[config.mk]
export PLATFORM = sky130hd
export DESIGN_NAME = debug_frame_streamer
export DESIGN_NICKNAME = d
export VERILOG_FILES = /design/src/rtl/debug_frame_streamer.sv
export SDC_FILE = /design/constraint.sdc
export NUM_CORES = 1
export LEC_CHECK = 0
export CAP_MARGIN = 30
export CORE_AREA = 2 2 363 365
export CTS_CLUSTER_DIAMETER = 40
export DETAILED_ROUTE_END_ITERATION = 16
export DIE_AREA = 0 0 365 367
export HOLD_SLACK_MARGIN = 0.1
export PLACE_DENSITY = 0.3
export SYNTH_ARGS = -nofsm -noshare
export SYNTH_HDL_FRONTEND = slang
export SYNTH_SLANG_ARGS = --single-unit
[constraint.sdc]
create_clock -name i_clock -period 3.4 [get_ports i_clock]
set_clock_uncertainty 0.1 [all_clocks]
set_input_delay 0.51 -clock i_clock [delete_from_list [all_inputs] [get_ports i_clock]]
set_output_delay 0.51 -clock i_clock [all_outputs]
set_load 0.03 [all_outputs]
[src/rtl/debug_frame_streamer.sv]
// Debug capture responder: snapshots a register, PC, memory word or a pipeline
// latch strip on request and streams it MSB-first as frames, then one EOD cycle.
module debug_frame_streamer #(
    parameter int NB_FRAME       = 32,
    parameter int NB_STRIP       = 96,
    parameter int N_STRIP_FRAMES = NB_STRIP / NB_FRAME,
    parameter int NB_SEL         = 6
) (
    input  logic                i_clock,
    input  logic                i_reset,
    input  logic [NB_SEL-1:0]   i_request_select,
    output logic [4:0]          o_reg_addr,
    input  logic [NB_FRAME-1:0] i_reg_data,
    input  logic [NB_FRAME-1:0] i_pc,
    input  logic [NB_FRAME-1:0] i_data_mem_data,
    input  logic [NB_FRAME-1:0] i_instr_mem_data,
    input  logic [NB_STRIP-1:0] i_latch_fetch_data,
    input  logic [NB_STRIP-1:0] i_latch_fetch_ctrl,
    input  logic [NB_STRIP-1:0] i_latch_deco_data,
    input  logic [NB_STRIP-1:0] i_latch_deco_ctrl,
    input  logic [NB_STRIP-1:0] i_latch_exec_data,
    input  logic [NB_STRIP-1:0] i_latch_exec_ctrl,
    input  logic [NB_STRIP-1:0] i_latch_mem_data,
    input  logic [NB_STRIP-1:0] i_latch_mem_ctrl,
    output logic [NB_FRAME-1:0] o_frame,
    output logic                o_eod,
    output logic                o_busy
);

    localparam int NB_PAD = NB_STRIP - NB_FRAME;
    localparam logic [1:0] STRIP_COUNT = 2'(N_STRIP_FRAMES);

    localparam logic [1:0] IDLE = 2'd0;
    localparam logic [1:0] SEND = 2'd1;
    localparam logic [1:0] EOD  = 2'd2;

    logic [1:0]          state_r, state_next_s;
    logic [NB_STRIP-1:0] buffer_r, buffer_s;
    logic [1:0]          frames_left_r, frames_left_s;
    logic [NB_FRAME-1:0] frame_r, frame_s;
    logic                eod_r, eod_s;

    logic [NB_STRIP-1:0] load_s;
    logic [1:0]          count_s;
    logic                known_s;
    logic                none_s;

    assign o_reg_addr = i_request_select[4:0];

    // Request decode: source word/strip, frame count, and known/none classification
    always_comb begin
        load_s  = {NB_STRIP{1'b0}};
        count_s = 2'd0;
        known_s = 1'b0;
        none_s  = 1'b0;
        if (i_request_select[5] == 1'b0) begin
            load_s  = {i_reg_data, {NB_PAD{1'b0}}};
            count_s = 2'd1;
            known_s = 1'b1;
        end else begin
            case (i_request_select[4:0])
                5'b00000: begin load_s = {i_data_mem_data,  {NB_PAD{1'b0}}}; count_s = 2'd1; known_s = 1'b1; end
                5'b00001: begin load_s = {i_instr_mem_data, {NB_PAD{1'b0}}}; count_s = 2'd1; known_s = 1'b1; end
                5'b00010: begin load_s = {i_pc,             {NB_PAD{1'b0}}}; count_s = 2'd1; known_s = 1'b1; end
                5'b00100: begin load_s = i_latch_fetch_data; count_s = STRIP_COUNT; known_s = 1'b1; end
                5'b00101: begin load_s = i_latch_fetch_ctrl; count_s = STRIP_COUNT; known_s = 1'b1; end
                5'b00110: begin load_s = i_latch_deco_data;  count_s = STRIP_COUNT; known_s = 1'b1; end
                5'b00111: begin load_s = i_latch_deco_ctrl;  count_s = STRIP_COUNT; known_s = 1'b1; end
                5'b01000: begin load_s = i_latch_exec_data;  count_s = STRIP_COUNT; known_s = 1'b1; end
                5'b01001: begin load_s = i_latch_exec_ctrl;  count_s = STRIP_COUNT; known_s = 1'b1; end
                5'b01010: begin load_s = i_latch_mem_data;   count_s = STRIP_COUNT; known_s = 1'b1; end
                5'b01011: begin load_s = i_latch_mem_ctrl;   count_s = STRIP_COUNT; known_s = 1'b1; end
                5'b11111: none_s = 1'b1;
                default:  known_s = 1'b0;
            endcase
        end
    end

    // State register
    always_ff @(posedge i_clock or negedge i_reset) begin
        if (!i_reset) begin
            state_r <= IDLE;
        end else begin
            state_r <= state_next_s;
        end
    end

    // Next-state logic; unknown codes skip straight to the EOD cycle
    always_comb begin
        state_next_s = state_r;
        case (state_r)
            IDLE: begin
                if (known_s) begin
                    state_next_s = SEND;
                end else if (!none_s) begin
                    state_next_s = EOD;
                end else begin
                    state_next_s = IDLE;
                end
            end
            SEND: begin
                if (frames_left_r > 2'd1) begin
                    state_next_s = SEND;
                end else begin
                    state_next_s = EOD;
                end
            end
            EOD:     state_next_s = IDLE;
            default: state_next_s = IDLE;
        endcase
    end

    // Datapath next values: snapshot on acceptance, then shift MSB-first
    always_comb begin
        buffer_s      = buffer_r;
        frames_left_s = frames_left_r;
        frame_s       = {NB_FRAME{1'b0}};
        eod_s         = 1'b0;
        case (state_r)
            IDLE: begin
                if (known_s) begin
                    buffer_s      = load_s;
                    frames_left_s = count_s;
                    frame_s       = load_s[NB_STRIP-1 -: NB_FRAME];
                end else if (!none_s) begin
                    eod_s = 1'b1;
                end else begin
                    eod_s = 1'b0;
                end
            end
            SEND: begin
                if (frames_left_r > 2'd1) begin
                    buffer_s      = buffer_r << NB_FRAME;
                    frame_s       = buffer_r[NB_STRIP-NB_FRAME-1 -: NB_FRAME];
                    frames_left_s = frames_left_r - 2'd1;
                end else begin
                    frames_left_s = 2'd0;
                    eod_s         = 1'b1;
                end
            end
            EOD:     eod_s = 1'b0;
            default: eod_s = 1'b0;
        endcase
    end

    // Registered datapath and outputs
    always_ff @(posedge i_clock or negedge i_reset) begin
        if (!i_reset) begin
            buffer_r      <= {NB_STRIP{1'b0}};
            frames_left_r <= 2'd0;
            frame_r       <= {NB_FRAME{1'b0}};
            eod_r         <= 1'b0;
        end else begin
            buffer_r      <= buffer_s;
            frames_left_r <= frames_left_s;
            frame_r       <= frame_s;
            eod_r         <= eod_s;
        end
    end

    assign o_frame = frame_r;
    assign o_eod   = eod_r;
    assign o_busy  = (state_r != IDLE);

endmodule

==> results by group <==
Placed design
  – Number of I/O port buffers: 942
  – Placed wire-length estimate: 128000 um
  – Standard cell area after detailed placement: 22600 um^2
  – Placed Cells: 3919
  – Placer Congestion: 0.850

Clocking
  – Clock edge transition at the registers on the reported setup and hold paths: 0.09 ns
  – Worst-skew pair later-pin latency: 0.41 ns
  – # Post-CTS Setup Buffers: 0
  – TritonCTS clock tree: done
  – TritonCTS sink count: 100
  – Total clock buffers created by CTS: 9
  – Clock tree root driver cell: sky130_fd_sc_hd__clkbuf_16
  – Clock buffer depth: 2
  – Htree depth: 3

Timing
  – Highest Clock Rate: 303 MHz
  – Count of final hold-check violations: 0
  – Period Utilization, post-route: 0.971
  – Transition time at the pin with the least slew margin: 0.928 ns
  – Worst slew margin: 0.381
  – Count of final max-slew check failures: 0
  – RSZ-0062 raised after global routing: false
  – Post-Route Setup TNS: 0 ns
  – Shortest period the worst path allows: 3.30 ns
  – Finish-stage setup viols: 0

Power and ir drop
  – Ratio of total power to cell area: 266 nW/um^2
  – Design internal power: 3470 uW
  – Share of power burned in combinational logic: 0.534
  – Reg power frac: 0.273
  – Switching Fraction: 0.432
  – Max rail drop VDD: 0.269 mV
  – Proportion of power drawn by the clock network: 0.193
  – Net Sw Power: 2640 uW
  – Leakage power figure: 0.00819 uW

Worst hold path
  – Hold Path Origin: frames_left_r[0]$_DFFE_PN0P_
  – Endpoint of the worst hold-timing path: frames_left_r[0]$_DFFE_PN0P_
  – Number of instances on the worst hold path: 1
  – Hold crit path type: reg -> reg

Global route
  – Overall fraction of global-route tracks in use: 0.213
  – Via count of the first global-routing pass: 16900
  – Wire length of the first global-routing pass: 185000 um
  – Largest net degree at the start of global routing: 51
  – Initial antenna violation count: 71
  – Total gr overflow: 0

Critical path
  – Maximum fanout along the worst path: 31
  – Kind of start point of the critical path: primary input
  – Endpoint of the lowest-slack register-to-register path: buffer_r[52]$_DFFE_PN0P_
  – Startpoint-to-endpoint class of the critical path: in -> reg
  – Start of the worst register-to-register path: state_r[0]$_DFF_PN0_
  – Arr. time, crit path: 3.55 ns
  – Setup slack of the most critical reg-to-reg path: 0.59 ns
  – FF-to-FF path depth: 8
  – Required time at the worst-slack endpoint: 3.65 ns
  – Type of destination of the critical path: flip-flop

Route
  – Vias: 15800
  – Average wire per standard cell: 37.5 um
  – Post-route DRC: 0
  – Initial drt markers: 1107
  – DRT Wirelength: 148000 um
  – First-pass iteration count of the detailed router: 5
  – Ratio of routed vias to standard cells: 4.00
  – Residual antenna-violating net count after detailed routing: 0

Floorplan
  – Area enclosed by the die boundary: 134000 um^2
  – Number of core rows: 133
  – Die extent in y: 367 um
  – Core region area: 130000 um^2
  – Top-Level Pins: 943
  – DIE WIDTH: 365 um
  – Initial cell density of the core: 0.0769

Logic synthesis
  – Post-Syn Nets: 2111
  – Post-synthesis sequential area ratio: 0.249
  – Average cell area after synthesis: 8.32 um^2
  – Top-area cell type share of the netlist area: 0.249
  – Unique cell type count in the Yosys netlist: 58
  – Synthesized area: 10000 um^2
  – Post-synthesis cell count: 1207
  – Post-synthesis cell type with the largest combined area: sky130_fd_sc_hd__dfrtp_1
  – Post-synth EDFFs: 0
  – Largest cells by area after synthesis: sky130_fd_sc_hd__dfrtp_1, sky130_fd_sc_hd__a22oi_1, sky130_fd_sc_hd__mux2i_1
  – Yosys warnings: 0
  – Primary flip-flop cell chosen by synthesis mapping: sky130_fd_sc_hd__dfrtp_1
  – Fraction of registers with async set or reset after synthesis: 1.00
  – Number of register bits inferred by synthesis: 100

Layout
  – Layout net count: 3080
  – Final design instance area without fill: 23000 um^2
  – Most common cell after layout, fill and taps aside: sky130_fd_sc_hd__clkdlybuf4s50_1
  – Signed area change from the synthesized netlist to the final layout: 129%
  – Filler cells: 14700
  – Ratio of cells with drive above 1 in the final layout: 0.101
  – Share of the core filled with cells in the final layout: 0.176
  – Number of standard cells in the layout, taps in and fillers out: 3946
  – Commonest cells after routing, fill and taps aside: sky130_fd_sc_hd__clkdlybuf4s50_1, sky130_fd_sc_hd__a22oi_1, sky130_fd_sc_hd__buf_4

Flow run
  – Max capacitance violation total: 0

Run status
  – Status: finished, final reports clean
-- synth_stat cells, types with 3 or more instances --
master / instances
sky130_fd_sc_hd__nor3_1: 14
sky130_fd_sc_hd__nor2_4: 4
sky130_fd_sc_hd__a22o_1: 49
sky130_fd_sc_hd__a221o_1: 35
sky130_fd_sc_hd__nor4_1: 4
sky130_fd_sc_hd__a31oi_1: 38
sky130_fd_sc_hd__a211oi_1: 3
sky130_fd_sc_hd__o22ai_1: 21
sky130_fd_sc_hd__and2_1: 3
sky130_fd_sc_hd__nor2_1: 70
sky130_fd_sc_hd__buf_2: 64
sky130_fd_sc_hd__mux2_2: 14
sky130_fd_sc_hd__a32oi_1: 12
sky130_fd_sc_hd__a2111oi_0: 9
sky130_fd_sc_hd__a221oi_1: 64
sky130_fd_sc_hd__nor2b_1: 29
sky130_fd_sc_hd__clkbuf_1: 42
sky130_fd_sc_hd__o211ai_1: 4
sky130_fd_sc_hd__o21ai_0: 75
sky130_fd_sc_hd__a21o_1: 23
sky130_fd_sc_hd__mux2i_1: 82
sky130_fd_sc_hd__dfrtp_1: 100
sky130_fd_sc_hd__and3_1: 4
sky130_fd_sc_hd__nand4_1: 7
sky130_fd_sc_hd__mux4_2: 9
sky130_fd_sc_hd__nand2_1: 87
sky130_fd_sc_hd__inv_1: 6
sky130_fd_sc_hd__nand3_1: 9
sky130_fd_sc_hd__a222oi_1: 7
sky130_fd_sc_hd__a41oi_1: 6
sky130_fd_sc_hd__a22oi_1: 178
sky130_fd_sc_hd__a21oi_1: 71
sky130_fd_sc_hd__buf_1: 4
sky130_fd_sc_hd__buf_4: 23
sky130_fd_sc_hd__nand2b_1: 3
-- what timing repair did --
| item | 4_1_cts | 5_1_grt |
|---|---|---|
| resized for setup | 0 | 0 |
| hold buffers | 1 | 0 |
| hold endpoints to repair | 48 | 0 |
-- kinds of logic after synthesis --
group,after synthesis,synth area share
simple gates,253,0.122
mux,105,0.118
flops,100,0.249
compound gates,608,0.440
buf+inv,141,0.0708
-- critical path, cell delays in order --
cell and delay [ns]:
sky130_fd_sc_hd__clkdlybuf4s50_1 0.66, sky130_fd_sc_hd__or3b_2 0.55, sky130_fd_sc_hd__buf_4 0.21, sky130_fd_sc_hd__nor3_4 0.22
sky130_fd_sc_hd__buf_12 0.29, sky130_fd_sc_hd__a22oi_1 0.15, sky130_fd_sc_hd__a31oi_1 0.69, sky130_fd_sc_hd__a221o_1 0.22
-- layer usage --
metal	track usage	up-vias	wire, um
met5	0	-	171
met4	0.0195	28	1110
met3	0.0452	124	9090
met2	0.389	784	75700
met1	0.262	7992	61900
li1	-	6854	-
-- state kept, by name, indices dropped and copies added, names as in the netlist --
register	cells
frames_left_r	2
buffer_r	64
o_frame	32
o_eod	1
state_r	1
-- power groups by stage --
stage	logic, uW	registers, uW	clock network, uW
after floorplan	915	1590	0
after global placement	3330	1710	0
after detailed placement	3320	1700	0
after CTS	3330	1680	1260
after global routing	3450	1690	1280
final	3260	1660	1180
-- worst max-delay path by stage --
stage,startpoint,endpoint,slack [ns],depth (start not counted)
2_1_floorplan,i_request_select[0],o_frame[25]$_DFF_PN0_,1.11,8
3_3_place_gp,i_request_select[3],buffer_r[52]$_DFFE_PN0P_,-0.26,8
3_5_place_dp,i_request_select[3],buffer_r[52]$_DFFE_PN0P_,-0.26,8
4_1_cts,i_request_select[3],buffer_r[52]$_DFFE_PN0P_,0.19,8
5_1_grt,i_request_select[3],buffer_r[52]$_DFFE_PN0P_,0.15,8
6_report,i_request_select[3],buffer_r[52]$_DFFE_PN0P_,0.1,8
-- cell type report --
type,instances,area [um^2],area share
multi-input combinational,966,6930,0.302
timing repair buffer,1093,11000,0.479
sequential,100,2500,0.109
tap,1755,2200,0.0957
clock inverter,6,55.1,0.00240
antenna,11,27.5,0.00120
inverter,6,22.5,0.000981
clock buffer,9,225,0.00981
-- through the flow --
| stage | setup slack (ns) | hold slack (ns) | total power [uW] |
|---|---|---|---|
| 2_1_floorplan | 1.11 | 0.114 | 2500 |
| 3_3_place_gp | -0.261 | 0.362 | 5030 |
| 3_5_place_dp | -0.262 | 0.367 | 5020 |
| 4_1_cts | 0.187 | 0.385 | 6270 |
| 5_1_grt | 0.148 | 0.407 | 6420 |
| 6_report | 0.0977 | 0.384 | 6100 |
No activity file was read; power rests on OpenSTA's default activity.
